--- config.mk ---
export PLATFORM = sky130hd
export DESIGN_NAME = tft_line_fetch_flat
export DESIGN_NICKNAME = d
export VERILOG_FILES = /design/src/rtl/tft_pkg.sv /design/src/rtl/tft_line_fetch_if.sv /design/src/rtl/tft_fetch_addr_gen.sv /design/src/rtl/tft_line_fetch.sv /design/src/flat_wrapper.sv
export SDC_FILE = /design/constraint.sdc
export NUM_CORES = 1
export LEC_CHECK = 0
export CAP_MARGIN = 20
export CORE_MARGIN = 2
export CORE_UTILIZATION = 50
export DETAILED_ROUTE_END_ITERATION = 10
export PLACE_DENSITY = 0.84
export SLEW_MARGIN = 20
export SYNTH_ARGS = -nofsm -noshare
export SYNTH_HDL_FRONTEND = slang
export SYNTH_HIERARCHICAL = 1
export SYNTH_SLANG_ARGS = --single-unit
--- constraint.sdc ---
create_clock -name sys_clk -period 10.2 [get_ports sys_clk]
set_input_delay 2.04 -clock sys_clk [delete_from_list [all_inputs] [get_ports sys_clk]]
set_output_delay 2.04 -clock sys_clk [all_outputs]
set_load 0.01 [all_outputs]
--- src/rtl/tft_pkg.sv ---
// tft_pkg: shared line-fetch geometry and fetch FSM state encoding
package tft_pkg;
  localparam int H_WORDS = 320;
  localparam int V_LINES = 1024;
  localparam int BURST_LEN = 16;
  localparam int LINE_BYTES = 5120;
  localparam int ADDR_W = 32;
  localparam int WORD_W = 128;
  localparam int LINE_W = 10;
  localparam int N_BURSTS = H_WORDS / BURST_LEN;
  localparam int BURST_BYTES = BURST_LEN * 16;
  localparam int BURST_W = $clog2(N_BURSTS);
  localparam int BEAT_W = $clog2(BURST_LEN);
  localparam logic [1:0] ST_IDLE = 2'd0;
  localparam logic [1:0] ST_REQ = 2'd1;
  localparam logic [1:0] ST_DATA = 2'd2;
  localparam logic [1:0] ST_DONE = 2'd3;
endpackage

--- src/rtl/tft_line_fetch_if.sv ---
// tft_line_fetch_if: framebuffer burst-read bus between fetcher and memory
interface tft_line_fetch_if import tft_pkg::*; ();
  logic mem_rd_req;
  logic [ADDR_W-1:0] mem_rd_addr;
  logic mem_rd_ack;
  logic [WORD_W-1:0] mem_rd_data;
  logic mem_rd_valid;
  modport master (output mem_rd_req, mem_rd_addr, input mem_rd_ack, mem_rd_data, mem_rd_valid);
  modport slave (input mem_rd_req, mem_rd_addr, output mem_rd_ack, mem_rd_data, mem_rd_valid);
endinterface

--- src/rtl/tft_fetch_addr_gen.sv ---
// tft_fetch_addr_gen: registered burst start address from base, line and burst index
module tft_fetch_addr_gen import tft_pkg::*; (
  input  logic sys_clk,
  input  logic sys_rst,
  input  logic [ADDR_W-1:0] fb_base_lat,
  input  logic [LINE_W-1:0] line_num,
  input  logic [BURST_W-1:0] burst_idx,
  output logic [ADDR_W-1:0] mem_rd_addr
);
  // inputs are next-state values so the address lands together with the state that uses it
  always_ff @(posedge sys_clk)
    mem_rd_addr <= sys_rst ? '0 : fb_base_lat + ADDR_W'(line_num) * ADDR_W'(LINE_BYTES)
                                + ADDR_W'(burst_idx) * ADDR_W'(BURST_BYTES);
endmodule

--- src/rtl/tft_line_fetch.sv ---
// tft_line_fetch: fetches one display line per line_req in bursts and streams it to the line buffer
module tft_line_fetch import tft_pkg::*; #(
  parameter int FRAME_LINES = V_LINES
) (
  input  logic sys_clk,
  input  logic sys_rst,
  input  logic frame_start,
  input  logic line_req,
  input  logic [ADDR_W-1:0] fb_base,
  input  logic err_clr,
  tft_line_fetch_if.master mem,
  output logic [WORD_W-1:0] PLB_BRAM_data,
  output logic PLB_BRAM_we,
  output logic busy,
  output logic [LINE_W-1:0] line_num,
  output logic err_overrun,
  output logic err_stray
);
  logic [1:0] state, state_nxt;
  logic [ADDR_W-1:0] base_lat, base_nxt, pend_base, pend_base_nxt;
  logic pend, pend_nxt;
  logic [LINE_W-1:0] line_nxt, line_inc;
  logic [BURST_W-1:0] burst, burst_nxt;
  logic [BEAT_W-1:0] beat, beat_nxt;
  logic take, beat_last, burst_last;
  assign take = mem.mem_rd_valid && state == ST_DATA;
  assign beat_last = beat == BEAT_W'(BURST_LEN - 1);
  assign burst_last = burst == BURST_W'(N_BURSTS - 1);
  assign line_inc = line_num == LINE_W'(FRAME_LINES - 1) ? '0 : line_num + LINE_W'(1);
  assign busy = state != ST_IDLE;
  assign mem.mem_rd_req = state == ST_REQ;
  tft_fetch_addr_gen u_addr (
    .sys_clk(sys_clk),
    .sys_rst(sys_rst),
    .fb_base_lat(base_nxt),
    .line_num(line_nxt),
    .burst_idx(burst_nxt),
    .mem_rd_addr(mem.mem_rd_addr)
  );
  // fetch sequencing; a frame start seen while busy is parked and applied in DONE
  always_comb begin
    state_nxt = state;
    base_nxt = base_lat;
    pend_nxt = pend;
    pend_base_nxt = pend_base;
    line_nxt = line_num;
    burst_nxt = burst;
    beat_nxt = beat;
    case (state)
      ST_IDLE: begin
        base_nxt = frame_start ? fb_base : base_lat;
        line_nxt = frame_start ? '0 : line_num;
        if (line_req) begin
          state_nxt = ST_REQ;
          burst_nxt = '0;
          beat_nxt = '0;
        end
      end
      ST_REQ: begin
        state_nxt = mem.mem_rd_ack ? ST_DATA : ST_REQ;
        beat_nxt = '0;
      end
      ST_DATA: if (take) begin
        beat_nxt = beat + BEAT_W'(1);
        if (beat_last) begin
          state_nxt = burst_last ? ST_DONE : ST_REQ;
          burst_nxt = burst_last ? '0 : burst + BURST_W'(1);
        end
      end
      default: begin
        state_nxt = ST_IDLE;
        pend_nxt = 1'b0;
        base_nxt = frame_start ? fb_base : pend ? pend_base : base_lat;
        line_nxt = (frame_start || pend) ? '0 : line_inc;
      end
    endcase
    if (frame_start && (state == ST_REQ || state == ST_DATA)) begin
      pend_nxt = 1'b1;
      pend_base_nxt = fb_base;
    end
  end
  // control state registers
  always_ff @(posedge sys_clk) begin
    if (sys_rst) begin
      state <= ST_IDLE;
      base_lat <= '0;
      pend <= 1'b0;
      pend_base <= '0;
      line_num <= '0;
      burst <= '0;
      beat <= '0;
    end else begin
      state <= state_nxt;
      base_lat <= base_nxt;
      pend <= pend_nxt;
      pend_base <= pend_base_nxt;
      line_num <= line_nxt;
      burst <= burst_nxt;
      beat <= beat_nxt;
    end
  end
  // one-cycle data path to the line buffer; data holds between strobes
  always_ff @(posedge sys_clk) begin
    PLB_BRAM_we <= !sys_rst && take;
    PLB_BRAM_data <= sys_rst ? '0 : take ? mem.mem_rd_data : PLB_BRAM_data;
  end
  // sticky error flags; a new event beats a simultaneous clear
  always_ff @(posedge sys_clk) begin
    err_overrun <= sys_rst ? 1'b0 : (line_req && busy) ? 1'b1 : err_clr ? 1'b0 : err_overrun;
    err_stray <= sys_rst ? 1'b0 : (mem.mem_rd_valid && state != ST_DATA) ? 1'b1 : err_clr ? 1'b0 : err_stray;
  end
endmodule

--- src/flat_wrapper.sv ---
// flat-port wrapper written by rule: the top's interface ports become plain ports
module tft_line_fetch_flat import tft_pkg::*;
#(
  parameter int FRAME_LINES = V_LINES
)
  (sys_clk, sys_rst, frame_start, line_req, fb_base, err_clr, PLB_BRAM_data, PLB_BRAM_we, busy, line_num, err_overrun, err_stray, mem_mem_rd_req, mem_mem_rd_addr, mem_mem_rd_ack, mem_mem_rd_data, mem_mem_rd_valid);
  tft_line_fetch_if mem_i ();
  input  logic sys_clk;
  input  logic sys_rst;
  input  logic frame_start;
  input  logic line_req;
  input  logic [ADDR_W-1:0] fb_base;
  input  logic err_clr;
  output logic [WORD_W-1:0] PLB_BRAM_data;
  output logic PLB_BRAM_we;
  output logic busy;
  output logic [LINE_W-1:0] line_num;
  output logic err_overrun;
  output logic err_stray;
  output wire logic [$bits(mem_i.mem_rd_req)-1:0] mem_mem_rd_req;
  output wire logic [$bits(mem_i.mem_rd_addr)-1:0] mem_mem_rd_addr;
  input wire logic [$bits(mem_i.mem_rd_ack)-1:0] mem_mem_rd_ack;
  input wire logic [$bits(mem_i.mem_rd_data)-1:0] mem_mem_rd_data;
  input wire logic [$bits(mem_i.mem_rd_valid)-1:0] mem_mem_rd_valid;
  assign mem_mem_rd_req = mem_i.mem_rd_req;
  assign mem_mem_rd_addr = mem_i.mem_rd_addr;
  assign mem_i.mem_rd_ack = mem_mem_rd_ack;
  assign mem_i.mem_rd_data = mem_mem_rd_data;
  assign mem_i.mem_rd_valid = mem_mem_rd_valid;
  tft_line_fetch #(.FRAME_LINES(FRAME_LINES)) u_core (.sys_clk(sys_clk), .sys_rst(sys_rst), .frame_start(frame_start), .line_req(line_req), .fb_base(fb_base), .err_clr(err_clr), .mem(mem_i), .PLB_BRAM_data(PLB_BRAM_data), .PLB_BRAM_we(PLB_BRAM_we), .busy(busy), .line_num(line_num), .err_overrun(err_overrun), .err_stray(err_stray));
endmodule
* After elaboration in Yosys (flattened, before gate mapping) *
Index checks and enable logic that the tools add are counted.

operators by class
  $add $sub $neg = 5
  multipliers = 1
  equality and inequality tests = 10
  multiplexer cells = 27
  reduce and logical (&&, ||, !) cells = 17

operators by type and width
  kind                     count
  $mux W32                 3
  $pmux W32 S2             1
  $add A32 B13 Y32         1
  $add A32 B23 Y32         1
  $mux W10                 3
  $mux W5                  4
  $pmux W10 S2             1
  $mul A10 B3 Y13 const B  1
  $pmux W4 S3              1
  $add A10 B1 Y10 const B  1
  $eq A10 B10 Y1 const B   1
  $mux W2                  5
  $pmux W5 S2              1
  $mux W4                  2
  $ne A2 B1 Y1 const B     3
  $pmux W2 S3              1
  $reduce_and A3 Y1        2
  $reduce_bool A2 Y1       3
  $add A5 B1 Y5 const B    1
  $eq A5 B5 Y1 const B     1
  $logic_and A1 B1 Y1      5
  $mux W1                  5
  $add A4 B1 Y4 const B    1
  $eq A4 B4 Y1 const B     1
  other kinds (9)          11

word-level totals
  register bits = 249
  bits of input ports = 167
  output and inout port bits = 175
  logic and storage cells = 72

* Longest topological paths before layout *
  depth after elaboration = 7
  depth in mapped cells = 25
  gate-level depth less buffers = 24

* Hierarchy *
The synthesis kept the hierarchy.

modules (own cells, without submodules)
  module              times used  cells an instance  area an instance (um^2)  sequential area each (um^2)
  tft_line_fetch      1           1,051              8,247.9                  4,344.2
  tft_fetch_addr_gen  1           232                2,229.6                  640.6

* Least setup slack after synthesis *
OpenSTA, ideal clock, no wires.

  path type = input port to flip-flop
  start = input port frame_start
  end = register u_core.u_addr.mem_rd_addr[31]
  library setup time = 0.123 ns
  data arrival time = 6.526 ns
  data required time = 10.077 ns
  setup slack = 3.551 ns
  stages on the path = 21
  cell sequence = or3b_1 > buf_6 > a41oi_4 > a22o_1 > ha_1 > ha_1 > fa_1 > a21o_1 > a21oi_1 > nor2b_1 > o21a_1 > nor4_1 > nor2_1 > xor2_1 > ha_1 > ha_1 > a21o_1 > a211oi_1 > a21oi_1 > nand4_1 > mux2_1

between the ends
  longest elaborated chain between the ends = 6

ends and longest elaborated chain
  element                 RTL line                  text
  start: declaration      flat_wrapper.sv:10        input logic frame_start;
  $logic_or A1 B1 Y1      tft_line_fetch.sv:74      line_nxt = (frame_start || pend) ? '0 : line_inc;
  $mux W10                tft_line_fetch.sv:74
  $pmux W10 S2 (*)        tft_line_fetch.sv:49      case (state)
  net u_core.line_nxt[1]  tft_line_fetch.sv:22      logic [LINE_W-1:0] line_nxt, line_inc;
  $mul A10 B3 Y13 (*)     tft_fetch_addr_gen.sv:12  mem_rd_addr <= sys_rst ? '0 : fb_base_lat + ADDR_W'(line_num) * ADDR_W'(LINE_BYTES)
  $add A32 B23 Y32 (*)    tft_fetch_addr_gen.sv:12
  $add A32 B13 Y32 (*)    tft_fetch_addr_gen.sv:13  + ADDR_W'(burst_idx) * ADDR_W'(BURST_BYTES);
  end signal: assignment  tft_fetch_addr_gen.sv:12
  end: declaration        tft_fetch_addr_gen.sv:8   output logic [ADDR_W-1:0] mem_rd_addr

The timed path passes the listed nets; every way through them passes the cells marked *.
A chain may end at the register's enable or synchronous reset.

* Worst setup path in the final report *
Same ends and word-level chain as after synthesis.

==> qor.csv <==
stage,metric,value,unit
run_status,status,"complete, no violations",
sta,Clock Skews,0.00679,ns
synthesis,Mapped Area,10500,µm²
synthesis,register area share after synthesis,47.6,%
worst_setup_path,crit path launch type,primary input,
finish,"most common cell after layout, fill and taps aside",nand2_1,
finish,Util after Layout,73.4,%
clock_tree,htree depth,1,
clock_tree,TritonCTS Buffers,27,
sta,worst hold slack,0.452,ns
floorplanning,FP Rows,52,
clock_tree,Post-CTS Hold Buffers,0,
worst_setup_path,"Max stage delay cell, worst path",a21oi_1,
power_and_ir_drop,Int Pwr,1.85,mW
clock_tree,setup bufs post-CTS,0,
finish,fillers,1552,
placed_design,Post-DP HPWL,22200,µm
job,Max Cap Viol,0,
sta,Max Fclk,137,MHz
grt,global-route wire length before repair,48100,µm
sta,worst setup margin,2.91,ns
synthesis,number of synthesized register bits,249,
worst_setup_path,crit path capture,u_core/u_addr/mem_rd_addr[31],
worst_setup_path,maximum fanout along the worst path,10,
clock_tree,Root Driver,clkbuf_16,
floorplanning,Die X,149,µm
synthesis,number of enable flip-flop cells after synthesis,0,
worst_setup_path,Critical Path Sink Type,register,
worst_setup_path,WP data arrival,7.69,ns
sta,Slew @ Worst Pin,0.986,ns
synthesis,Synth cell types,60,
synthesis,synthesis warning total,6,
sta,Setup Viol. Count Final,0,
min_path,worst hold path type,reg2reg,
sta,Tmin final,7.29,ns
sta,Final Hold Fails,0,
floorplanning,Starting Density,51.3,%
clock_tree,Worst-Skew Late Latency,0.52,ns
sta,Final TNS setup,0,ns
detailed_routing,Routed Antenna Nets,0,
clock_tree,clock transition at the registers of the reported paths,0.06,ns
synthesis,syn avg cell area,8.17,µm²
power_and_ir_drop,Tot Pwr,2.45,mW
detailed_routing,DRT Pass-1 Iters,5,
grt,grt total ovfl,0,
synthesis,number of cells produced by synthesis,1283,
grt,initial antenna violation count,4,
synthesis,ys async rst share,0,%
sta,max_slew headroom,34.2,%
clock_tree,CTS Buffer Depth,3,
power_and_ir_drop,maximum VDD drop,0.150,mV
synthesis,post-synth top area cell,dfxtp_1,
detailed_routing,routed via count,9971,
finish,share of cells above drive strength 1,4.62,%
clock_tree,CTS tree,built,
detailed_routing,DRT iter0 DRCs,670,
detailed_routing,Wirelength per Cell,16.9,µm
worst_setup_path,worst path cell trace,clkdlybuf4s50_1 -> nand2b_1 -> a21oi_1 -> a22o_1 -> ha_1 -> ha_1 -> fa_1 -> a21o_1 -> a21oi_1 -> nor2b_1 -> o21a_1 -> nor4_1 -> nor2_1 -> xor2_1 -> ha_1 -> ha_1 -> a21o_1 -> a211oi_1 -> a21oi_1 -> nand4_1 -> mux2_1,
placed_design,Setup WS pre-CTS,2.45,ns
floorplanning,# IOs,342,
sta,post-route clock period utilization,71.4,%
worst_setup_path,"Top cell by count, worst path",ha_1,
sta,"Slew Viols, Final",0,
placed_design,GP Congestion,0.902,
power_and_ir_drop,Reg power frac,42.5,%
power_and_ir_drop,P_leak,5.74,nW
power_and_ir_drop,combinational power share,14.9,%
power_and_ir_drop,Psw,0.602,mW
sta,RSZ-0062 raised after global routing,false,
worst_setup_path,Worst R2R End,u_core/u_addr/mem_rd_addr[31],
synthesis,top cell type's share of synthesized area,47.6,%
detailed_routing,# DRC,0,
finish,area grow syn2layout,43.1,%
worst_setup_path,R2R depth,21,
worst_setup_path,worst path required time,10.61,ns
grt,vias in the first global route,9328,
synthesis,syn_nets,1505,
grt,largest net degree at the start of global routing,117,
worst_setup_path,Setup crit start,frame_start,
detailed_routing,final WL,31600,µm
floorplanning,Die Span Y,149,µm
power_and_ir_drop,Cell Pwr Density,163,nW/µm²
floorplanning,Die ar.,22100,µm²
floorplanning,core area,20400,µm²
clock_tree,clock sinks,249,
worst_setup_path,Crit Path Class,in2reg,
worst_setup_path,crit-path max cell delay,0.61,ns
detailed_routing,vias per cell,5.32,
clock_tree,CTS resizes,0,
finish,most frequent cells in the layout,"375 x nand2_1, 340 x clkdlybuf4s50_1, 249 x dfxtp_1",
placed_design,Port-buffer cells,341,
synthesis,Synth area leaders,"dfxtp_1 48%, nand2_1 14%, a21oi_1 11%",
finish,nets,1805,
power_and_ir_drop,Clk pwr share,42.6,%
grt,all-layer global routing usage,26.8,%
synthesis,Most used DFF post-synth,dfxtp_1,
worst_setup_path,Reg2Reg Setup Slack,4.21,ns
worst_setup_path,Worst R2R Start,u_core/state[0],
power_and_ir_drop,Sw Share,24.6,%
## layer usage
metal,share of wire (%),wire length [µm],GRT usage [%]
met4,4.4,1390,11.6
met5,0.025,8,0
met3,7.6,2400,5.75
met2,48,15100,44.5
met1,40,12700,33.8
## worst max-delay path, delay by kind of cell
kind	cells	cell delay, ns
xor+xnor	1	0.16
compound gates	8	2.34
buf+inv	1	0.54
fa+ha+maj	5	1.57
simple gates	5	0.69
mux	1	0.33
## registers in the layout (all words and copies together), names as in the netlist, 2 cells and up
name,cells
u_core/PLB_BRAM_data,128
u_core/u_addr/mem_rd_addr,32
u_core/beat,4
u_core/pend_base,32
u_core/base_lat,32
u_core/state,2
u_core/burst,5
u_core/line_num,10
## cell usage after synthesis (3+ instances only)
| cell | number |
|---|---|
| xnor2_1 | 13 |
| nor2_1 | 33 |
| dfxtp_1 | 249 |
| o21ai_0 | 48 |
| nor3_1 | 3 |
| ha_1 | 50 |
| xor2_1 | 10 |
| nand4_1 | 5 |
| fa_1 | 5 |
| and2_1 | 5 |
| and3_1 | 7 |
| o21a_1 | 7 |
| a31oi_1 | 6 |
| clkbuf_1 | 74 |
| a21o_1 | 6 |
| or3_1 | 12 |
| a22oi_1 | 35 |
| buf_1 | 3 |
| inv_1 | 14 |
| nand2b_1 | 3 |
| a21oi_1 | 231 |
| nor2b_1 | 23 |
| nand3_1 | 14 |
| nand2_1 | 377 |
| o21ai_1 | 4 |
## layout make-up
| cell class | count | area, µm² | area share (%) |
|---|---|---|---|
| diodes | 2 | 5.00 | 0.0334 |
| clock buffers | 41 | 828 | 5.52 |
| clock inverters | 8 | 148 | 0.985 |
| inverters | 14 | 52.6 | 0.350 |
| multi-input cells | 941 | 5150 | 34.4 |
| flip-flops and latches | 249 | 4980 | 33.2 |
| well taps | 270 | 338 | 2.25 |
| repair buffers | 350 | 3490 | 23.2 |
## power by group through the flow
stage / combinational [mW] / clock [mW] / sequential [mW]
finish: 0.365 / 1.04 / 1.04
global placement: 0.354 / 0 / 1.06
global route: 0.399 / 1.10 / 1.05
detailed placement: 0.359 / 0 / 1.06
floorplan: 0.176 / 0 / 1.07
CTS: 0.363 / 1.07 / 1.04
## metrics by stage
stage | cells | instance area (µm²)
after CTS | 1873 | 15000
after floorplan | 1283 | 10500
after global routing | 1875 | 15000
final | 1875 | 15000
after detailed placement | 1824 | 14000
after global placement | 1824 | 14000
## how the worst min path moves through the flow
stage | from | endpoint | slack (ns) | cells after the start
2_1_floorplan | u_core/pend_base[0] | u_core/pend_base[0] | 0.44 | 2
3_3_place_gp | u_core/PLB_BRAM_data[84] | u_core/PLB_BRAM_data[84] | 0.44 | 2
3_5_place_dp | u_core/PLB_BRAM_data[48] | u_core/PLB_BRAM_data[48] | 0.45 | 2
4_1_cts | u_core/PLB_BRAM_data[125] | u_core/PLB_BRAM_data[125] | 0.45 | 2
5_1_grt | u_core/pend_base[12] | u_core/pend_base[12] | 0.47 | 2
6_report | u_core/PLB_BRAM_data[48] | u_core/PLB_BRAM_data[48] | 0.45 | 2
## cell families after synthesis
| logic type | after synthesis | synth area share, % |
|---|---|---|
| and+or+nand+nor | 501 | 20.2 |
| AOI/OAI and AO/OA | 359 | 19.6 |
| DFF | 249 | 47.6 |
| buffers and inverters | 93 | 3.44 |
| adders and majority gates | 55 | 6.93 |
| xor gates and xnor gates | 23 | 1.92 |
| muxes | 3 | 0.322 |
(Power assumes the default switching activity.)
